## src/rtl/pipeline_hazard_ctrl.sv

```systemverilog
// Stall/flush sequencer for the 5-stage rv32i pipeline: per-cycle register enables, bubbles, PC control, stall watchdog.
// Optional per-rule cycle counters are built when HAZARD_PERF_CNT_EN is defined.
module pipeline_hazard_ctrl #(
   parameter int unsigned TIMEOUT_W = 10
) (
   input  logic       clk,
   input  logic       rst,
   input  logic       id_valid,
   input  logic [4:0] id_rs1,
   input  logic [4:0] id_rs2,
   input  logic       id_uses_rs1,
   input  logic       id_uses_rs2,
   input  logic       ex_valid,
   input  logic       ex_is_load,
   input  logic [4:0] ex_rd,
   input  logic       ex_mispredict,
   input  logic       imem_read,
   input  logic       imem_resp,
   input  logic       dmem_req,
   input  logic       dmem_resp,
   output logic       pc_load,
   output logic       pc_redirect,
   output logic       load_if_id,
   output logic       load_id_ex,
   output logic       load_ex_mem,
   output logic       load_mem_wb,
   output logic       bubble_if_id,
   output logic       bubble_id_ex,
   output logic       hang_err
`ifdef HAZARD_PERF_CNT_EN
   ,
   output logic [31:0] perf_dstall_cnt,
   output logic [31:0] perf_istall_cnt,
   output logic [31:0] perf_lu_cnt,
   output logic [31:0] perf_flush_cnt
`endif
);

   typedef enum logic [1:0] {
      ST_RUN,
      ST_DSTALL,
      ST_ISTALL
   } state_t;

   typedef enum logic [2:0] {
      RULE_DSTALL,
      RULE_FLUSH,
      RULE_FLUSH_PEND,
      RULE_REDIRECT,
      RULE_ISTALL,
      RULE_LOAD_USE,
      RULE_RUN
   } rule_t;

   localparam logic [TIMEOUT_W-1:0] WD_MAX = '1;

   state_t                r_state;
   state_t                w_state_next;
   rule_t                 w_rule;
   logic                  r_redirect_pend;
   logic                  w_redirect_pend_next;
   logic [TIMEOUT_W-1:0]  r_wd_cnt;
   logic                  r_hang_err;

   logic w_dstall;
   logic w_istall;
   logic w_mp;
   logic w_lu;

   always_comb begin
      w_dstall = dmem_req && !dmem_resp;
      w_istall = imem_read && !imem_resp;
      w_mp     = ex_valid && ex_mispredict;
      w_lu     = ex_valid && ex_is_load && (ex_rd != 5'd0) && id_valid &&
                 ((id_uses_rs1 && (id_rs1 == ex_rd)) || (id_uses_rs2 && (id_rs2 == ex_rd)));
   end

   always_comb begin
      w_rule = RULE_RUN;
      if (w_dstall)                         w_rule = RULE_DSTALL;
      else if (w_mp && !w_istall)           w_rule = RULE_FLUSH;
      else if (w_mp)                        w_rule = RULE_FLUSH_PEND;
      else if (r_redirect_pend && imem_resp) w_rule = RULE_REDIRECT;
      else if (w_istall)                    w_rule = RULE_ISTALL;
      else if (w_lu)                        w_rule = RULE_LOAD_USE;
   end

   always_comb begin
      pc_load      = 1'b0;
      pc_redirect  = 1'b0;
      load_if_id   = 1'b0;
      load_id_ex   = 1'b0;
      load_ex_mem  = 1'b0;
      load_mem_wb  = 1'b0;
      bubble_if_id = 1'b0;
      bubble_id_ex = 1'b0;
      unique case (w_rule)
         RULE_DSTALL: ;
         // Deferred redirect also squashes ID: IF/ID still holds the old-path instruction.
         RULE_FLUSH, RULE_REDIRECT: begin
            pc_load      = 1'b1;
            pc_redirect  = 1'b1;
            load_if_id   = 1'b1;
            load_id_ex   = 1'b1;
            load_ex_mem  = 1'b1;
            load_mem_wb  = 1'b1;
            bubble_if_id = 1'b1;
            bubble_id_ex = 1'b1;
         end
         RULE_FLUSH_PEND, RULE_ISTALL, RULE_LOAD_USE: begin
            load_id_ex   = 1'b1;
            bubble_id_ex = 1'b1;
            load_ex_mem  = 1'b1;
            load_mem_wb  = 1'b1;
         end
         RULE_RUN: begin
            pc_load      = 1'b1;
            load_if_id   = 1'b1;
            load_id_ex   = 1'b1;
            load_ex_mem  = 1'b1;
            load_mem_wb  = 1'b1;
         end
         default: ;
      endcase
   end

   always_comb begin
      w_state_next = r_state;
      unique case (r_state)
         ST_RUN: begin
            if (w_dstall)      w_state_next = ST_DSTALL;
            else if (w_istall) w_state_next = ST_ISTALL;
         end
         ST_DSTALL: begin
            if (dmem_resp) w_state_next = ST_RUN;
         end
         ST_ISTALL: begin
            if (w_dstall)       w_state_next = ST_DSTALL;
            else if (imem_resp) w_state_next = ST_RUN;
         end
         default: w_state_next = ST_RUN;
      endcase
   end

   // An immediate redirect also ends any pending one: no stale fetch remains outstanding.
   always_comb begin
      w_redirect_pend_next = r_redirect_pend;
      if (w_rule == RULE_FLUSH_PEND)
         w_redirect_pend_next = 1'b1;
      else if ((w_rule == RULE_FLUSH) || (w_rule == RULE_REDIRECT))
         w_redirect_pend_next = 1'b0;
   end

   always_ff @(posedge clk) begin
      if (rst) begin
         r_state         <= ST_RUN;
         r_redirect_pend <= 1'b0;
      end else begin
         r_state         <= w_state_next;
         r_redirect_pend <= w_redirect_pend_next;
      end
   end

   always_ff @(posedge clk) begin
      if (rst) begin
         r_wd_cnt   <= '0;
         r_hang_err <= 1'b0;
      end else if (r_state == ST_RUN) begin
         r_wd_cnt <= '0;
      end else begin
         if (r_wd_cnt != WD_MAX)
            r_wd_cnt <= r_wd_cnt + 1'b1;
         if (r_wd_cnt == (WD_MAX - 1'b1))
            r_hang_err <= 1'b1;
      end
   end

   assign hang_err = r_hang_err;

`ifdef HAZARD_PERF_CNT_EN
   logic [31:0] r_perf_dstall;
   logic [31:0] r_perf_istall;
   logic [31:0] r_perf_lu;
   logic [31:0] r_perf_flush;

   always_ff @(posedge clk) begin
      if (rst) begin
         r_perf_dstall <= '0;
         r_perf_istall <= '0;
         r_perf_lu     <= '0;
         r_perf_flush  <= '0;
      end else begin
         if (w_rule == RULE_DSTALL)   r_perf_dstall <= r_perf_dstall + 32'd1;
         if (w_rule == RULE_ISTALL)   r_perf_istall <= r_perf_istall + 32'd1;
         if (w_rule == RULE_LOAD_USE) r_perf_lu     <= r_perf_lu + 32'd1;
         if ((w_rule == RULE_FLUSH) || (w_rule == RULE_FLUSH_PEND) || (w_rule == RULE_REDIRECT))
            r_perf_flush <= r_perf_flush + 32'd1;
      end
   end

   assign perf_dstall_cnt = r_perf_dstall;
   assign perf_istall_cnt = r_perf_istall;
   assign perf_lu_cnt     = r_perf_lu;
   assign perf_flush_cnt  = r_perf_flush;
`endif

endmodule

```

## config.mk

```make
export PLATFORM = sky130hd
export DESIGN_NAME = pipeline_hazard_ctrl
export DESIGN_NICKNAME = d
export VERILOG_FILES = /design/src/rtl/pipeline_hazard_ctrl.sv
export SDC_FILE = /design/constraint.sdc
export NUM_CORES = 1
export LEC_CHECK = 0
export BUFFER_PORTS_ARGS = -buffer_cell sky130_fd_sc_hd__buf_2
export CAP_MARGIN = 20
export CORE_UTILIZATION = 30
export CTS_CLUSTER_SIZE = 24
export DETAILED_ROUTE_END_ITERATION = 8
export GPL_ROUTABILITY_DRIVEN = 0
export PLACE_DENSITY_LB_ADDON = 0.2
export SYNTH_ARGS = -nofsm -noshare
export SYNTH_HDL_FRONTEND = slang
export SYNTH_SLANG_ARGS = --single-unit
```

## constraint.sdc

```tcl
create_clock -name clk -period 3 [get_ports clk]
set_clock_uncertainty 0.05 [all_clocks]
set_input_delay 0.45 -clock clk [delete_from_list [all_inputs] [get_ports clk]]
set_output_delay 0.45 -clock clk [all_outputs]
set_load 0.02 [all_outputs]
```

=== Word level (Yosys, flattened, before mapping) ===
Index checks and enable logic that the tools add are counted.

* Bits in registers: 14
* Input port bits: 27
* Output and inout port bits: 9
* Word-level logic and storage cells: 65

* Add/subtract/negate cells: 1
* Equal/unequal tests: 15
* Muxes and demuxes: 18
* Bitwise gates (word level): 1
* Reduce and logical (&&, ||, !) cells: 26

{| class="wikitable"
|+ Operators with widths
! cell !! count
|-
| 2-to-1 mux 2 bit || 7
|-
| 2-to-1 mux 3 bit || 4
|-
| logical AND 1 bit || 11
|-
| adder 10 x 1 -> 10 bit, second input constant || 1
|-
| == test 10 bit, second input constant || 1
|-
| == test 5 bit || 2
|-
| != test 10 bit, second input constant || 1
|-
| == test 3 bit, second input constant || 3
|-
| == test 3 x 2 -> 1 bit, second input constant || 2
|-
| 2-to-1 mux 1 bit || 6
|-
| != test 3 bit, second input constant || 2
|-
| one-hot mux 2 bit (3 select lines) || 1
|-
| OR reduction 6 bit || 1
|-
| nonzero test 5 bit || 1
|-
| OR reduction 5 bit || 1
|-
| OR reduction 2 bit || 2
|-
| == test 3 x 1 -> 1 bit, second input constant || 1
|-
| logical NOT 1 bit || 3
|-
| AND reduction 3 bit || 1
|-
| OR reduction 3 bit || 1
|-
| == test 2 x 1 -> 1 bit, second input constant || 1
|-
| == test 2 bit, second input constant || 1
|-
| logical NOT 2 bit || 1
|-
| logical OR 1 bit || 2
|-
| 4 further kinds || 4
|}

=== Longest topological paths before layout ===
Gate-level depths: netlist (run 1).

* Word-level depth: 14
* Mapped depth: 5
* Gate-level depth less buffers: 5

=== Worst setup path before layout (run 1) ===
Ideal clock, no wire load.

* Path kind: in2out
* Start: in ex_rd[1]
* End: out pc_load
* Data arrival time: 1.522 ns
* Data required time: 2.500 ns
* Setup slack: 0.978 ns
* Cell stages on the path: 4
* Buffers on the path: 1
* Cell sequence: or4_1 o211ai_1 o21ba_2 buf_4

* Cells in the longest elaborated chain, start to end: 13
* Elaborated cells between the ends (all ways): 20
* Classes of those cells: eq/ne: 5; mux: 7; reduce/logical: 8

{| class="wikitable"
|+ Ends and longest elaborated chain
! element !! RTL line !! RTL
|-
| start: declaration || 15 || <nowiki>input logic [4:0] ex_rd,</nowiki>
|-
| == test 5 bit / nonzero test 5 bit (equally long branches) || 75, 74 ||
|-
| logical AND 1 bit (on tied branches) || 75, 74 ||
|-
| logical OR 1 bit / logical AND 1 bit (equally long branches) || 75, 74 ||
|-
| logical AND 1 bit * || 74 || <nowiki>w_lu = ex_valid && ex_is_load && (ex_rd != 5'd0) && id_valid &&</nowiki>
|-
| 2-to-1 mux 2 bit * || 85 || <nowiki>else if (w_lu) w_rule = RULE_LOAD_USE;</nowiki>
|-
| 2-to-1 mux 2 bit * || 84 || <nowiki>else if (w_istall) w_rule = RULE_ISTALL;</nowiki>
|-
| 2-to-1 mux 3 bit * || 83 || <nowiki>else if (r_redirect_pend && imem_resp) w_rule = RULE_REDIRECT;</nowiki>
|-
| 2-to-1 mux 3 bit * || 82 || <nowiki>else if (w_mp) w_rule = RULE_FLUSH_PEND;</nowiki>
|-
| 2-to-1 mux 3 bit * || 81 || <nowiki>else if (w_mp && !w_istall) w_rule = RULE_FLUSH;</nowiki>
|-
| 2-to-1 mux 3 bit * || 80 || <nowiki>if (w_dstall) w_rule = RULE_DSTALL;</nowiki>
|-
| == test 3 x 1 -> 1 bit, or another cell as far along || -- ||
|-
| OR reduction 3 bit (no source line) * || -- ||
|-
| 2-to-1 mux 1 bit * || -- ||
|-
| end: declaration || 21 || <nowiki>output logic pc_load,</nowiki>
|}

Mark *: on every way between the ends. The rest lies on a longest branch, timed or not.

=== Final worst setup path (run 1) ===
* Start: in ex_rd[1]
* End: out load_if_id

* Cells in the longest elaborated chain, start to end: 13
* Elaborated cells between the ends (all ways): 20
* Classes of those cells: eq/ne: 5; mux: 7; reduce/logical: 8

{| class="wikitable"
|+ Ends and longest elaborated chain
! element !! RTL line !! RTL
|-
| == test 5 bit / nonzero test 5 bit (equally long branches) || 75, 74 ||
|-
| logical AND 1 bit (on tied branches) || 75, 74 ||
|-
| logical OR 1 bit / logical AND 1 bit (equally long branches) || 75, 74 ||
|-
| logical AND 1 bit * || 74 ||
|-
| 2-to-1 mux 2 bit * || 85 ||
|-
| 2-to-1 mux 2 bit * || 84 ||
|-
| 2-to-1 mux 3 bit * || 83 ||
|-
| 2-to-1 mux 3 bit * || 82 ||
|-
| 2-to-1 mux 3 bit * || 81 ||
|-
| 2-to-1 mux 3 bit * || 80 ||
|-
| == test 3 x 1 -> 1 bit, or another cell as far along || 97 || <nowiki>unique case (w_rule)</nowiki>
|-
| OR reduction 3 bit (no source line) * || -- ||
|-
| 2-to-1 mux 1 bit * || 97 ||
|-
| end: declaration || 23 || <nowiki>output logic load_if_id,</nowiki>
|}

Marked as above.

==> tab_implementation.tex, run 1 <==
\begin{tabular}{lr}
\hline
Metric & Value \\
\hline
\multicolumn{2}{l}{\textbf{Outcome}} \\
\quad Status & completed \\
\multicolumn{2}{l}{\textbf{Worst setup path}} \\
\quad First element of the critical path & ex\_rd[1] \\
\quad Largest delay share family, worst path & simple AND/OR/NAND/NOR gates \\
\quad Crit. End Element & primary output \\
\quad Number of cells on the worst reg-to-reg path & 5 \\
\quad Type of the setup path with the least slack & input port to primary output \\
\quad Delay of the slowest cell on the worst path & 0.54 ns \\
\quad Worst R2R End & r\_wd\_cnt[0] \\
\quad Buf/Inv on CP & 2 \\
\quad Crit path depth & 5 \\
\quad Endpoint of the worst setup timing path & load\_if\_id \\
\quad Worst-path maximum fanout & 3 \\
\quad Data required time of the critical path & 2.50 ns \\
\quad Type of origin of the critical path & input port \\
\quad FF-to-FF Start & r\_wd\_cnt[0] \\
\quad Most common cell type on the critical path & sky130\_fd\_sc\_hd\_\_buf\_2 \\
\quad Slowest stage cell on the critical path & sky130\_fd\_sc\_hd\_\_or4\_1 \\
\quad Cells along the critical path & buf\_2 > or4\_1 > o211ai\_1 > o21ba\_2 > buf\_2 \\
\quad Setup slack, reg-to-reg & 1.38 ns \\
\quad Data arrival time of the critical path & 1.59 ns \\
\multicolumn{2}{l}{\textbf{Logic synthesis}} \\
\quad Post-synthesis cell area & 883.3 µm² \\
\quad Synth Instances & 105 \\
\quad Post-synth net total & 134 \\
\quad Most area-consuming cells after synthesis & sky130\_fd\_sc\_hd\_\_dfxtp\_1 (32\%), sky130\_fd\_sc\_hd\_\_xor2\_1 (8.9\%), sky130\_fd\_sc\_hd\_\_xnor2\_1 (5.0\%) \\
\quad Number of register bits inferred by synthesis & 14 \\
\quad Synth cell types & 36 \\
\quad Proportion of netlist area held by the largest area contributor & 0.3173 \\
\quad Yosys warns & 0 \\
\quad Sequential element share of the synthesized area & 0.3173 \\
\quad Post-synthesis cell type with the largest combined area & sky130\_fd\_sc\_hd\_\_dfxtp\_1 \\
\quad Syn Area/Cell & 8.413 µm² \\
\multicolumn{2}{l}{\textbf{Layout}} \\
\quad Post-layout instance count excluding filler cells & 170 \\
\quad Most common cell after layout, fill and taps aside & sky130\_fd\_sc\_hd\_\_buf\_2 \\
\quad Number of inserted diodes & 0 \\
\quad Final Net Count & 169 \\
\quad Share of post-route cells with drive strength above 1 & 0.3165 \\
\quad Layout overhead on the synthesized area & 24.50\% \\
\quad Leading cell types in the layout, fill and taps excluded & sky130\_fd\_sc\_hd\_\_buf\_2 (35), sky130\_fd\_sc\_hd\_\_dfxtp\_1 (14), sky130\_fd\_sc\_hd\_\_nor2\_1 (11) \\
\multicolumn{2}{l}{\textbf{Drt}} \\
\quad Via density & 5.129 \\
\quad WL per Instance & 11.48 µm \\
\quad Vias & 872 \\
\quad Residual DRC count & 0 \\
\quad Final Routed Wirelength & 1951 µm \\
\quad First-pass iteration count of the detailed router & 4 \\
\quad Detailed Route Iter0 Violations & 25 \\
\quad Number of antenna-violating nets in the routed design & 0 \\
\multicolumn{2}{l}{\textbf{GRT}} \\
\quad Antenna violations before repair & 0 \\
\quad Global-route congestion overflow total & 0 \\
\quad Global-route wire length before repair & 3284 µm \\
\quad Via count of the first global-routing pass & 823 \\
\quad Total routing resource utilization after global routing & 0.1302 \\
\quad Maximum number of pins on one net before global-route repair & 12 \\
\multicolumn{2}{l}{\textbf{CTS}} \\
\quad Buffer levels on the longest clock path & 2 \\
\quad TritonCTS clock tree & done \\
\quad Clock-pin slew on the worst setup and hold paths & 0.09 ns \\
\quad CTS Hold Bufs & 0 \\
\quad Setup fix buffers added after clock tree synthesis & 0 \\
\quad Cells resized by post-CTS repair & 0 \\
\quad Total CTS buffers & 3 \\
\quad Number of clock sinks seen by CTS & 14 \\
\quad Root buffer cell & sky130\_fd\_sc\_hd\_\_clkbuf\_4 \\
\quad Max H-tree Level & 1 \\
\quad Clock latency reported for the late side of the worst-skew pair & 0.29 ns \\
\multicolumn{2}{l}{\textbf{Timing}} \\
\quad Tightest Pin Transition & 0.8997 ns \\
\quad Final setup violation count & 0 \\
\quad Max-slew violation count & 0 \\
\quad Sum of negative setup slack & 0 ns \\
\quad Share of the cycle needed by the critical path after routing & 0.6970 \\
\quad Final period demand of the worst path & 2.091 ns \\
\quad Setup repair after global routing missed its margin & false \\
\quad Number of endpoints with negative hold slack in the final report & 0 \\
\quad Setup slack of the critical path after layout & 0.9089 ns \\
\quad F\_max & 0.4782 GHz \\
\quad Rel. slew slack & 0.3990 \\
\multicolumn{2}{l}{\textbf{Floorplan}} \\
\quad Horizontal die dimension & 56.27 µm \\
\quad Initial core utilization & 0.3176 \\
\quad Number of placement rows & 19 \\
\quad Core box area & 0.002781 mm² \\
\quad Number of top-level pins & 36 \\
\quad Height of the die & 56.27 µm \\
\quad DIE AREA & 0.003166 mm² \\
\multicolumn{2}{l}{\textbf{Placement}} \\
\quad Placed instance count & 166 \\
\quad Pre-CTS setup slack & 0.9061 ns \\
\quad Half-perimeter wire length after detailed placement & 1542 µm \\
\quad Count of buffers inserted at the top-level ports & 35 \\
\multicolumn{2}{l}{\textbf{Hold path}} \\
\quad Path type of the worst min-delay path & input port to register \\
\multicolumn{2}{l}{\textbf{Run}} \\
\quad Maxcap violations & 0 \\
\multicolumn{2}{l}{\textbf{Power and ir drop}} \\
\quad Power density of the placed cells & 358.5 mW/mm² \\
\quad Leakage power & 0.4789 nW \\
\quad Largest voltage drop on the vdd net & 0.0002012 V \\
\quad Total power consumption of the routed design & 0.3943 mW \\
\hline
\end{tabular}
## metal layers
| metal | part of all wire | wire [µm] | up-vias | GRT usage |
|---|---|---|---|---|
| li1 | - | - | 441 | - |
| met1 | 0.45 | 877 | 408 | 0.1455 |
| met2 | 0.49 | 954 | 21 | 0.2313 |
| met3 | 0.055 | 107 | 2 | 0.05069 |
| met4 | 0.0051 | 10 | 0 | 0.03136 |
| met5 | 0 | 0 | - | 0 |
## worst min path at each step
stage | from | slack, ns | depth (start not counted) | to
after global routing | dmem_resp | 0.27 | 2 | r_state[0]
after global placement | hang_err | 0.40 | 2 | hang_err
after CTS | dmem_resp | 0.27 | 2 | r_state[0]
after detailed placement | hang_err | 0.40 | 2 | hang_err
after floorplan | r_state[0] | 0.39 | 1 | r_state[1]
final | dmem_resp | 0.28 | 2 | r_state[0]
## registers in the layout, summed over array words and instances (netlist names)
name and flops:
hang_err 1, r_redirect_pend 1, r_state 2, r_wd_cnt 10
## synthesized netlist by cell type
master                      instances
sky130_fd_sc_hd__buf_4              4
sky130_fd_sc_hd__nand4_2            1
sky130_fd_sc_hd__inv_1              6
sky130_fd_sc_hd__a31o_1             1
sky130_fd_sc_hd__nor4_1             3
sky130_fd_sc_hd__and3_1             2
sky130_fd_sc_hd__buf_1              1
sky130_fd_sc_hd__o2111ai_1          1
sky130_fd_sc_hd__o41ai_1            1
sky130_fd_sc_hd__o211ai_1           2
sky130_fd_sc_hd__nand3_1            3
sky130_fd_sc_hd__a21oi_2            1
sky130_fd_sc_hd__or4_1              1
sky130_fd_sc_hd__a31oi_1            1
sky130_fd_sc_hd__or3_1              1
sky130_fd_sc_hd__mux2i_1            2
sky130_fd_sc_hd__a22oi_1            1
sky130_fd_sc_hd__nor3_1             3
sky130_fd_sc_hd__nand4_1            3
sky130_fd_sc_hd__nand2b_1           3
sky130_fd_sc_hd__a32oi_1            1
sky130_fd_sc_hd__o311a_4            1
sky130_fd_sc_hd__o21ai_0            3
sky130_fd_sc_hd__xor2_1             9
sky130_fd_sc_hd__dfxtp_1           14
sky130_fd_sc_hd__o21bai_1           1
sky130_fd_sc_hd__ha_1               2
sky130_fd_sc_hd__xnor2_1            5
sky130_fd_sc_hd__nor2_1            11
sky130_fd_sc_hd__and2_0             1
sky130_fd_sc_hd__nand2_1            7
sky130_fd_sc_hd__and4_1             1
sky130_fd_sc_hd__and4_2             1
sky130_fd_sc_hd__a211oi_1           2
sky130_fd_sc_hd__a21oi_1            4
sky130_fd_sc_hd__o21ba_2            1
## cell families after synthesis
kind of cell	after synthesis	share of synthesized area
compound gates	21	0.1827
xor+xnor	14	0.1388
fa+ha+maj	2	0.02832
buf+inv	11	0.06373
flops	14	0.3173
mux	2	0.02266
simple gates	41	0.2465
## power by group
part	internal [mW]	switching, mW	total, mW
Sequential	0.188	0.00237	0.190
Clock	0.0739	0.0615	0.135
Combinational	0.0315	0.0369	0.0684
## metrics by stage
step	util	hold slack [ns]	instance area [µm²]
after floorplan	-	0.3933	883.3
after global placement	0.3824	0.4044	1064
after detailed placement	0.3824	0.3963	1064
after CTS	0.3954	0.2694	1100
after global routing	0.3954	0.2690	1100
final	0.3954	0.2771	1100
## area by class of cell
| class | instances | area [µm²] |
|---|---|---|
| Clock buffer | 4 | 36.28 |
| Timing Repair Buffer | 35 | 175.2 |
| Inverter | 6 | 22.52 |
| Multi-Input combinational cell | 80 | 546.8 |
| Fill cell | 281 | 1682 |
| Sequential cell | 14 | 280.3 |
| Tap cell | 31 | 38.79 |
(Power assumes the default switching activity.)
==> inputs of run 2 (changes only) <==
==> constraint.sdc (replaced) <==
create_clock -name clk -period 1.76 [get_ports clk]
set_clock_uncertainty 0.05 [all_clocks]
set_input_delay 0.264 -clock clk [delete_from_list [all_inputs] [get_ports clk]]
set_output_delay 0.264 -clock clk [all_outputs]
set_load 0.02 [all_outputs]
==> run 2 against run 1 <==
Against the previous run: total power up 58%; sequential cell count unchanged; wire length down 3.2%; critical path type unchanged; critical endpoint is now pc_load; largest cell class unchanged; highest routed layer unchanged.
==> tab_implementation.tex, run 2 (same netlist as run 1, synthesis figures left out) <==
\begin{tabular}{lr}
\hline
Metric & Value \\
\hline
\multicolumn{2}{l}{\textbf{Floorplan}} \\
\quad DIE AREA & 0.003166 mm² \\
\quad Height of the die & 56.27 µm \\
\quad Horizontal die dimension & 56.27 µm \\
\quad Core box area & 0.002781 mm² \\
\quad Number of placement rows & 19 \\
\quad Number of top-level pins & 36 \\
\quad Initial core utilization & 0.3176 \\
\multicolumn{2}{l}{\textbf{Power and ir drop}} \\
\quad Largest voltage drop on the vdd net & 0.0004041 V \\
\quad Internal power & 0.4574 mW \\
\quad Leakage power & 0.4822 nW \\
\quad Part of the total power dissipated in the clock network & 0.283 \\
\quad Sequential group share of total power & 0.517 \\
\quad Power density of the placed cells & 560.9 mW/mm² \\
\quad Switching power summed over all nets & 0.1672 mW \\
\quad Switching part of the total power & 0.2676 \\
\quad Share of power burned in combinational logic & 0.200 \\
\multicolumn{2}{l}{\textbf{Outcome}} \\
\quad Status & completed \\
\multicolumn{2}{l}{\textbf{Timing}} \\
\quad Number of endpoints with negative hold slack in the final report & 0 \\
\quad Max-slew violation count & 0 \\
\quad Share of the cycle needed by the critical path after routing & 0.9758 \\
\quad F\_max & 0.5823 GHz \\
\quad Tightest Pin Transition & 0.2737 ns \\
\quad Rel. slew slack & 0.8175 \\
\quad Final setup violation count & 0 \\
\quad Setup repair after global routing missed its margin & true \\
\quad Final period demand of the worst path & 1.717 ns \\
\quad Tightest hold margin & 0.1067 ns \\
\multicolumn{2}{l}{\textbf{Drt}} \\
\quad Detailed Route Iter0 Violations & 20 \\
\quad Uppermost layer routed & met4 \\
\quad First-pass iteration count of the detailed router & 4 \\
\quad Met3 layer wire length in the routed design & 98 µm \\
\quad Residual DRC count & 0 \\
\quad WL per Instance & 11.04 µm \\
\quad Number of antenna-violating nets in the routed design & 0 \\
\quad Vias & 873 \\
\quad Routed wl met2 & 913 µm \\
\quad Met1 routed wirelength after detailed routing & 851 µm \\
\quad Via density & 5.105 \\
\quad Final Routed Wirelength & 1888 µm \\
\multicolumn{2}{l}{\textbf{Layout}} \\
\quad Combined area of the multi-input logic cells & 559.3 µm² \\
\quad Final Net Count & 171 \\
\quad Register containing the most flip-flops in the final layout & r\_wd\_cnt \\
\quad Flip-flop count of the largest register, all copies and words added & 10 \\
\quad Layout overhead on the synthesized area & 26.06\% \\
\quad Leading cell types in the layout, fill and taps excluded & sky130\_fd\_sc\_hd\_\_buf\_2 (35), sky130\_fd\_sc\_hd\_\_dfxtp\_1 (14), sky130\_fd\_sc\_hd\_\_nor2\_1 (11) \\
\quad Share of post-route cells with drive strength above 1 & 0.3357 \\
\quad Design Area, Final & 0.001114 mm² \\
\quad Sequential standard cell area & 280.3 µm² \\
\quad Number of inserted diodes & 0 \\
\quad Largest registers in the final layout & r\_wd\_cnt x10, r\_state x2 \\
\quad Most common cell after layout, fill and taps aside & sky130\_fd\_sc\_hd\_\_buf\_2 \\
\quad Filler Cells Inserted & 293 \\
\multicolumn{2}{l}{\textbf{Worst setup path}} \\
\quad Worst-path maximum fanout & 3 \\
\quad Data arrival time of the critical path & 1.40 ns \\
\quad Type of the setup path with the least slack & input port to primary output \\
\quad Type of origin of the critical path & input port \\
\quad Data required time of the critical path & 1.45 ns \\
\quad Crit. End Element & primary output \\
\multicolumn{2}{l}{\textbf{CTS}} \\
\quad Setup fix buffers added after clock tree synthesis & 0 \\
\quad CTS Hold Bufs & 0 \\
\quad Clock latency reported for the late side of the worst-skew pair & 0.27 ns \\
\quad TritonCTS clock tree & done \\
\quad Root buffer cell & sky130\_fd\_sc\_hd\_\_clkbuf\_4 \\
\quad Max H-tree Level & 1 \\
\quad Clock-pin slew on the worst setup and hold paths & 0.08 ns \\
\quad Buffer levels on the longest clock path & 2 \\
\quad Total CTS buffers & 3 \\
\quad Number of clock sinks seen by CTS & 14 \\
\quad Cells resized by post-CTS repair & 0 \\
\multicolumn{2}{l}{\textbf{GRT}} \\
\quad Antenna violations before repair & 0 \\
\quad Global-route congestion overflow total & 0 \\
\quad Via count of the first global-routing pass & 798 \\
\quad Total routing resource utilization after global routing & 0.1304 \\
\quad Global-route wire length before repair & 3249 µm \\
\quad Maximum number of pins on one net before global-route repair & 12 \\
\multicolumn{2}{l}{\textbf{Run}} \\
\quad Maxcap violations & 0 \\
\multicolumn{2}{l}{\textbf{Hold path}} \\
\quad Path type of the worst min-delay path & input port to register \\
\multicolumn{2}{l}{\textbf{Placement}} \\
\quad Count of buffers inserted at the top-level ports & 35 \\
\quad Placed Instance Area & 0.001079 mm² \\
\quad Half-perimeter wire length after detailed placement & 1508 µm \\
\hline
\end{tabular}
-- run 2: cell types whose count changed in the layout (fill, tap and decap cells not counted) --
cell	delta
sky130_fd_sc_hd__clkbuf_8	-1
sky130_fd_sc_hd__nor4_1	-2
sky130_fd_sc_hd__nor4_2	+2
sky130_fd_sc_hd__buf_4	+2
-- run 2: path summary, 6_finish.rpt --
check | start | to | slack [ns] | cells after the start
max | ex_rd[1] | pc_load | 0.04 | 5
min | dmem_resp | r_state[0] | 0.11 | 2
max reg2reg | r_wd_cnt[1] | r_wd_cnt[0] | 0.21 | 5
min reg2reg | hang_err | hang_err | 0.42 | 2
-- run 2: layout make-up --
type                            instances  area share
Inverter                                6     0.02022
Sequential cell                        14      0.2517
Tap cell                               31     0.03483
Clock buffer                            3     0.02022
Multi-Input combinational cell         80      0.5022
Timing Repair Buffer                   37      0.1708
-- run 2: power groups by stage --
stage / Sequential [mW] / Combinational, mW / Clock, mW
floorplan: 0.331 / 0.0684 / 0
global placement: 0.331 / 0.119 / 0
detailed placement: 0.331 / 0.121 / 0
CTS: 0.323 / 0.121 / 0.186
global route: 0.324 / 0.139 / 0.203
finish: 0.323 / 0.125 / 0.177
-- run 2: worst max-delay path: stages --
cell and delay, ns:
sky130_fd_sc_hd__buf_2 0.12, sky130_fd_sc_hd__or4_1 0.54, sky130_fd_sc_hd__o211ai_1 0.17, sky130_fd_sc_hd__o21ba_2 0.15, sky130_fd_sc_hd__buf_2 0.15
-- run 2: per-stage QoR --
stage | cells | worst slack (ns) | power (mW) | setup TNS (ns) | util
final | 171 | 0.04252 | 0.6246 | 0 | 0.4004
after CTS | 171 | 0.02878 | 0.6306 | 0 | 0.3959
after global placement | 168 | 0.05009 | 0.4500 | 0 | 0.3878
after global routing | 171 | -0.008359 | 0.6654 | -0.02252 | 0.4004
after detailed placement | 168 | 0.02991 | 0.4514 | 0 | 0.3878
after floorplan | 105 | 0.1095 | 0.3993 | 0 | -
-- run 2: layer usage --
metal	GRT usage	up-vias
li1	-	447
met1	0.1533	397
met4	0.05226	0
met5	0	-
met3	0.04378	4
met2	0.2177	25
